File: src/rtl/csr_timer_irq.sv
// CSR-mapped timer: prescaled 32-bit up-counter with compare match, one-shot or
// periodic mode, and a level-sensitive registered interrupt.
`timescale 1ns/1ps
module csr_timer_irq #(
    parameter logic [11:0] BASE_ADDR      = 12'hBC2,
    parameter int          PRESCALE_WIDTH = 16
) (
    input  logic        clk,
    input  logic        rstn,
    input  logic        read,
    input  logic [2:0]  modify,
    input  logic [31:0] wdata,
    input  logic [11:0] addr,
    output logic [31:0] rdata,
    output logic        valid,
    output logic        irq
);

    localparam int PW = PRESCALE_WIDTH;

    logic          ctrl_en;
    logic          ctrl_ie;
    logic          ctrl_per;
    logic          ctrl_pend;
    logic [PW-1:0] prescale;
    logic [PW-1:0] pcnt;
    logic [31:0]   count;
    logic [31:0]   compare;

    logic [11:0]   offset;
    logic [1:0]    sel;
    logic          sw_op;
    logic          sw_ctrl;
    logic          sw_pre;
    logic          sw_cnt;
    logic          sw_cmp;
    logic [31:0]   ctrl_rd;
    logic [31:0]   prescale_rd;
    logic [31:0]   ctrl_new;
    logic [31:0]   pre_new;
    logic [31:0]   cnt_new;
    logic [31:0]   cmp_new;
    logic          tick;
    logic          match;
    logic          unused_inputs;

    function automatic logic [31:0] csr_apply(input logic [1:0]  op,
                                              input logic [31:0] old,
                                              input logic [31:0] wd);
        case (op)
            2'b01:   csr_apply = wd;
            2'b10:   csr_apply = old | wd;
            2'b11:   csr_apply = old & ~wd;
            default: csr_apply = old;
        endcase
    endfunction

    // Wrapping subtraction makes addresses below the base land far outside 0..3.
    assign offset = addr - BASE_ADDR;
    assign valid  = (offset < 12'd4);
    assign sel    = offset[1:0];

    assign sw_op   = valid && (modify[1:0] != 2'b00);
    assign sw_ctrl = sw_op && (sel == 2'd0);
    assign sw_pre  = sw_op && (sel == 2'd1);
    assign sw_cnt  = sw_op && (sel == 2'd2);
    assign sw_cmp  = sw_op && (sel == 2'd3);

    assign ctrl_rd = {28'd0, ctrl_pend, ctrl_per, ctrl_ie, ctrl_en};

    always_comb begin
        prescale_rd         = '0;
        prescale_rd[PW-1:0] = prescale;
    end

    assign ctrl_new = csr_apply(modify[1:0], ctrl_rd, wdata);
    assign pre_new  = csr_apply(modify[1:0], prescale_rd, wdata);
    assign cnt_new  = csr_apply(modify[1:0], count, wdata);
    assign cmp_new  = csr_apply(modify[1:0], compare, wdata);

    assign tick  = ctrl_en && (pcnt == prescale);
    assign match = tick && (count == compare);

    always_comb begin
        rdata = '0;
        if (valid) begin
            case (sel)
                2'd0:    rdata = ctrl_rd;
                2'd1:    rdata = prescale_rd;
                2'd2:    rdata = count;
                default: rdata = compare;
            endcase
        end
    end

    // Reads carry no side effects; the strobe and modify[2] are deliberately unused.
    assign unused_inputs = ^{read, modify[2], ctrl_new[31:4], pre_new};

    always_ff @(posedge clk or negedge rstn) begin
        if (!rstn) begin
            ctrl_en   <= 1'b0;
            ctrl_ie   <= 1'b0;
            ctrl_per  <= 1'b0;
            ctrl_pend <= 1'b0;
            prescale  <= '0;
            pcnt      <= '0;
            count     <= '0;
            compare   <= 32'hFFFF_FFFF;
            irq       <= 1'b0;
        end else begin
            if (sw_pre) prescale <= pre_new[PW-1:0];
            if (sw_cmp) compare <= cmp_new;

            if (sw_pre || !ctrl_en || tick) pcnt <= '0;
            else                            pcnt <= pcnt + 1'b1;

            // A software COUNT op overrides the tick's increment or reload.
            if (sw_cnt)     count <= cnt_new;
            else if (match) count <= '0;
            else if (tick)  count <= count + 32'd1;

            if (sw_ctrl) begin
                ctrl_ie  <= ctrl_new[1];
                ctrl_per <= ctrl_new[2];
            end

            if (sw_ctrl)                  ctrl_en <= ctrl_new[0];
            else if (match && !ctrl_per) ctrl_en <= 1'b0;

            // Hardware match wins over a same-cycle software clear of PEND.
            if (match)        ctrl_pend <= 1'b1;
            else if (sw_ctrl) ctrl_pend <= ctrl_new[3];

            irq <= ctrl_pend & ctrl_ie;
        end
    end

endmodule

File: config.mk
export PLATFORM = sky130hd
export DESIGN_NAME = csr_timer_irq
export DESIGN_NICKNAME = d
export VERILOG_FILES = /design/src/rtl/csr_timer_irq.sv
export SDC_FILE = /design/constraint.sdc
export NUM_CORES = 1
export LEC_CHECK = 0
export ABC_AREA = 0
export CORE_ASPECT_RATIO = 0.5
export CORE_MARGIN = 5
export CORE_UTILIZATION = 62
export DETAILED_ROUTE_END_ITERATION = 8
export PLACE_DENSITY = 0.91
export REMOVE_ABC_BUFFERS = 1
export SETUP_SLACK_MARGIN = 0.3
export SKIP_LAST_GASP = 1
export SYNTH_ARGS = -nofsm -noshare
export SYNTH_HDL_FRONTEND = slang
export SYNTH_SLANG_ARGS = --single-unit
export TNS_END_PERCENT = 50
File: constraint.sdc
create_clock -name clk -period 4.3 [get_ports clk]
set_clock_uncertainty 0.1 [all_clocks]
set_input_delay 0.645 -clock clk [delete_from_list [all_inputs] [get_ports clk]]
set_output_delay 0.645 -clock clk [all_outputs]
set_load 0.03 [all_outputs]
# After elaboration in Yosys (flattened, before gate mapping)

Index checks and enable logic that the tools add are counted.

Output and inout bits: 34
Word-level logic and storage cells: 72
Register bits: 101
Input bits: 50

Equality and inequality tests: 10
$lt $le $gt $ge: 1
Add/subtract/negate cells: 3
Muxes and demuxes: 14
Reductions and logical operators: 25
Bitwise gates (word level): 10

Operator list:

| cell                   | number |
|---|---|
| $pmux 32 s3            | 3 |
| $mux 32                | 4 |
| $and 32x32->32         | 2 |
| $or 32x32->32          | 2 |
| $pmux 16 s3            | 1 |
| $add 32x1->32 const B  | 1 |
| $eq 32x32->1           | 1 |
| $not 32->32            | 1 |
| $add 16x1->16 const B  | 1 |
| $and 16x16->16         | 1 |
| $eq 16x16->1           | 1 |
| $mux 16                | 1 |
| $or 16x16->16          | 1 |
| $lt 12x3->1 const B    | 1 |
| $pmux 4 s3             | 1 |
| $reduce_and 2->1       | 6 |
| $sub 12x12->12 const B | 1 |
| $eq 2x2->1 const B     | 4 |
| $logic_and 1x1->1      | 8 |
| $ne 4x1->1 const B     | 2 |
| $reduce_bool 2->1      | 3 |
| $reduce_bool 3->1      | 2 |
| $and 4x4->4            | 1 |
| $eq 2x1->1 const B     | 2 |
| other kinds (7)        | 12 |

# Longest topological paths before layout

Depth after elaboration: 7
Depth in mapped cells: 12
Depth with buffers taken out: 9

# Worst setup path before layout

Ideal clock, no wire load.

Kind: input -> output
Start: input port addr[1]
End: output port rdata[21]
Data arrival time: 2.865 ns
Required time: 3.555 ns
Setup slack: 0.690 ns
Stages: 9
Cells stage by stage: buf_6 inv_1 ha_1 o41ai_4 nand2_4 inv_1 nand2_1 clkbuf_1 nor2_1

RTL lines:

| what               | RTL line | source |
|---|---|---|
| start: declaration | 13       | `input logic [11:0] addr,` |
| $sub 12x12->12     | 59       | `assign offset = addr - BASE_ADDR;` |
| $lt 12x3->1        | 60       | `assign valid = (offset < 12'd4);` |
| named net valid    | 15       | `output logic valid,` |
| $mux 32            | 86       | `if (valid) begin` |
| end: declaration   | 14       | `output logic [31:0] rdata,` |

The timed path passes the listed nets, and every way through them passes these cells.

# Worst setup path in the final report

Start: input port addr[1]
End: output port rdata[22]

Cells in the longest elaborated chain, start to end: 4

RTL lines:

| what                                                | RTL line |
|---|---|
| $sub 12x12->12 *                                    | 59 |
| branches (longest 2 deep; another with $lt 12x3->1) | - |
| $mux 32 *                                           | 86 |

Mark *: on every way between the ends.

==> metrics.yaml <==
global_route:
  grt_pass1_wl_um: 37100
  grt_max_degree: 65
  first_global_vias: 6894
  use_met2_pct: 50.4
  grt.busiest_layer: "met2"
  grt_usage_pct: 33.6
  antenna_found_initial: 1
  use_met3_pct: 11.4
  overflow: 0
  grt_use_met1_pct: 46.7
die:
  ios: 84
  dieArea_um2: 14200
  initial_utilization_pct: 62.6
  die_y_um: 86.8
  core_area_um2: 11700
  rows: 28
  die_w_um: 164
route:
  ant_nets: 0
  drcViolationCount: 0
  avgViaCountPerCell: 6.72
  first_pass_iters: 8
  wirelength_um: 24100
  route.vias.total: 7364
  drtIter0Drc: 1011
  detail_route.wl_per_cell_um: 22.0
cts:
  cts-buffers-inserted: 9
  clockRootBuffer: "clkbuf_16"
  path_clk_slew_ps: 80
  insertion_delay_ps: 350
  h-tree-depth: 3
  clock_sinks: 101
  cts_tree: "done"
  clockBufferDepth: 2
finish:
  fillCellCount: 930
  diodes: 0
  final_nets: 982
  drive_above_1_share_pct: 14.1
  syn_to_final_growth_pct: 14.5
synthesis:
  synth_ff_type: "dfrtp_1"
  seq_area_frac_synth_pct: 35.1
  netlist_instances: 888
  synth-async-reset-ratio_pct: 100
  ys_ff_latch: 101
  yosysTopAreaCell: "dfrtp_1"
  ys_top_cells_by_area: "dfrtp_1 24%, dfstp_2 12%, a21oi_1 9.2%, xor2_1 6.8%, nor2_1 5.5%"
  synth_top_area_share_pct: 23.6
  synth_edf_count: 0
  syn_area_um2: 7310
  yosysWarnings: 0
  yosysUniqueCellTypes: 61
  avgSynthCellArea_um2: 8.23
place:
  place.port_buffers: 81
  gp_congestion: 0.974
  pre_cts_ws_ps: 73.8
  dp_hpwl_um: 16800
timing:
  setup_ws_ps: 442
  slew_violations: 0
  slew_headroom_pct: 21.5
  fin_crit_sh_pct: 89.7
  tns_ps: 0
  hold_viol: 0
  fin_crit_ps: 3860
  worst_pin_slew_ps: 1180
  rsz0062_at_grt: "no"
  final-setup-viol-count: 0
  max_freq_ghz: 0.259
pwr:
  peakVddDrop_mv: 0.187
  power_leakage_nw: 3.50
  power_density_nw_per_um2: 249
worst_setup_path:
  worstPathRequired_ps: 3560
  worstSetupStartpointType: "input pin"
  crit_path_start: "addr[1]"
  rr_worst_depth: 7
  crit_path_end_kind: "output port"
  path_max_fanout: 19
  reg2reg_from: "compare[18]"
  cp.arrival_ps: 3110
  worstSetupPathType: "in2out"
hold_path:
  min_path_type: "in2async"
outcome:
  status: "finished clean"
flow_run:
  drv_cap: 0
per-layer routing:
metal  part of all wire [%]  wire [um]
met5                  0.029          7
met2                     43      10300
met4                    2.6        617
met1                     41       9840
met3                     14       3270
per-stage QoR:
stage               hold slack [ps]  utilization, %  power, mW  std cells  area [um^2]
floorplan                       249               -       1.12        816         6980
global placement                392            69.0       1.25       1080         8050
detailed placement              408            69.0       1.25       1080         8050
CTS                             333            71.6       2.08       1096         8360
global route                    360            71.7       2.15       1096         8370
finish                          287            71.7       2.08       1096         8370
placed cells by master, fill, tap and decap left out, types with 25 or more instances in the layout:
master and n:
a21oi_1 133, nor2_1 106, dfrtp_1 69, xor2_1 57, nand2_1 54, buf_4 52
clkdlybuf4s50_1 46, xnor2_1 35, nand3_1 35, o21ai_0 34, dfstp_2 32, mux2i_1 31
nor3_1 25
state kept, by name, summed over array words and instances, names as in the netlist:
name,flops
prescale,16
ctrl_en,1
count,32
compare,32
irq,1
pcnt,16
ctrl_ie,1
ctrl_pend,1
ctrl_per,1
worst max-delay path, cell delays in order:
cell and delay, ps:
clkdlybuf4s50_1 480, inv_1 150, ha_1 290, o41ai_4 420, nand2_4 260, inv_1 190
nand2_2 280, nor2_1 210, buf_4 180
Yosys cell counts, drive strengths merged, types with 10 or more instances:
library cell / number
nor2: 107
nand4: 14
or2: 12
a21oi: 135
nor3: 25
o311ai: 10
o21ai: 34
xor2: 57
clkbuf: 34
inv: 16
nand2: 56
mux2i: 31
nor4: 18
buf: 38
dfstp: 32
and3: 17
a31oi: 18
dfrtp: 69
xnor2: 35
nand3: 35
cell families (layout without fill, tap and decap cells):
| group | Yosys count | count (layout) | synth area share [%] |
|---|---|---|---|
| AND/OR/NAND/NOR | 318 | 318 | 22.0 |
| AO/OA/AOI/OAI | 247 | 247 | 20.0 |
| flip-flops | 101 | 101 | 35.1 |
| XOR/XNOR | 92 | 92 | 11.0 |
| buffers and inverters | 89 | 132 | 5.39 |
| multiplexers | 35 | 35 | 5.48 |
| adder cells (fa/ha/maj) | 6 | 6 | 1.03 |
where the power goes:
part,total (mW),switching [mW],internal (mW),leakage [nW]
logic,0.272,0.160,0.112,2.16
clock network,0.840,0.414,0.426,0.149
registers,0.972,0.0127,0.959,1.20
total,2.08,0.586,1.50,3.50
final timing paths:
| kind | to | slack [ps] |
|---|---|---|
| setup / recovery | rdata[22] | 440 |
| hold / removal | prescale[1] | 290 |
| setup reg to reg | count[25] | 1080 |
| hold reg to reg | irq | 430 |
| max in group asynchronous | compare[8] | 2910 |
| min in group clk | irq | 430 |
timing repair:
action                                 4_1_cts  5_1_grt
pin swaps                                    0        0
resized for setup                            2        1
hold buffers                                 0        0
endpoints found under the hold margin        0        0
setup buffers                                0        0
setup endpoints to repair                   16       16
final cells by class:
cell class                      instances  area [um^2]  share of cell area, %
Multi-Input combinational cell        698         4370                   52.2
Sequential cell                       101         2570                   30.7
Timing Repair Buffer                   99          856                   10.2
Clock buffer                           10          239                   2.86
Tap cell                              165          206                   2.47
Inverter                               17         63.8                  0.763
Clock inverter                          6         62.6                  0.748
Power figures use the tool's default switching activity.
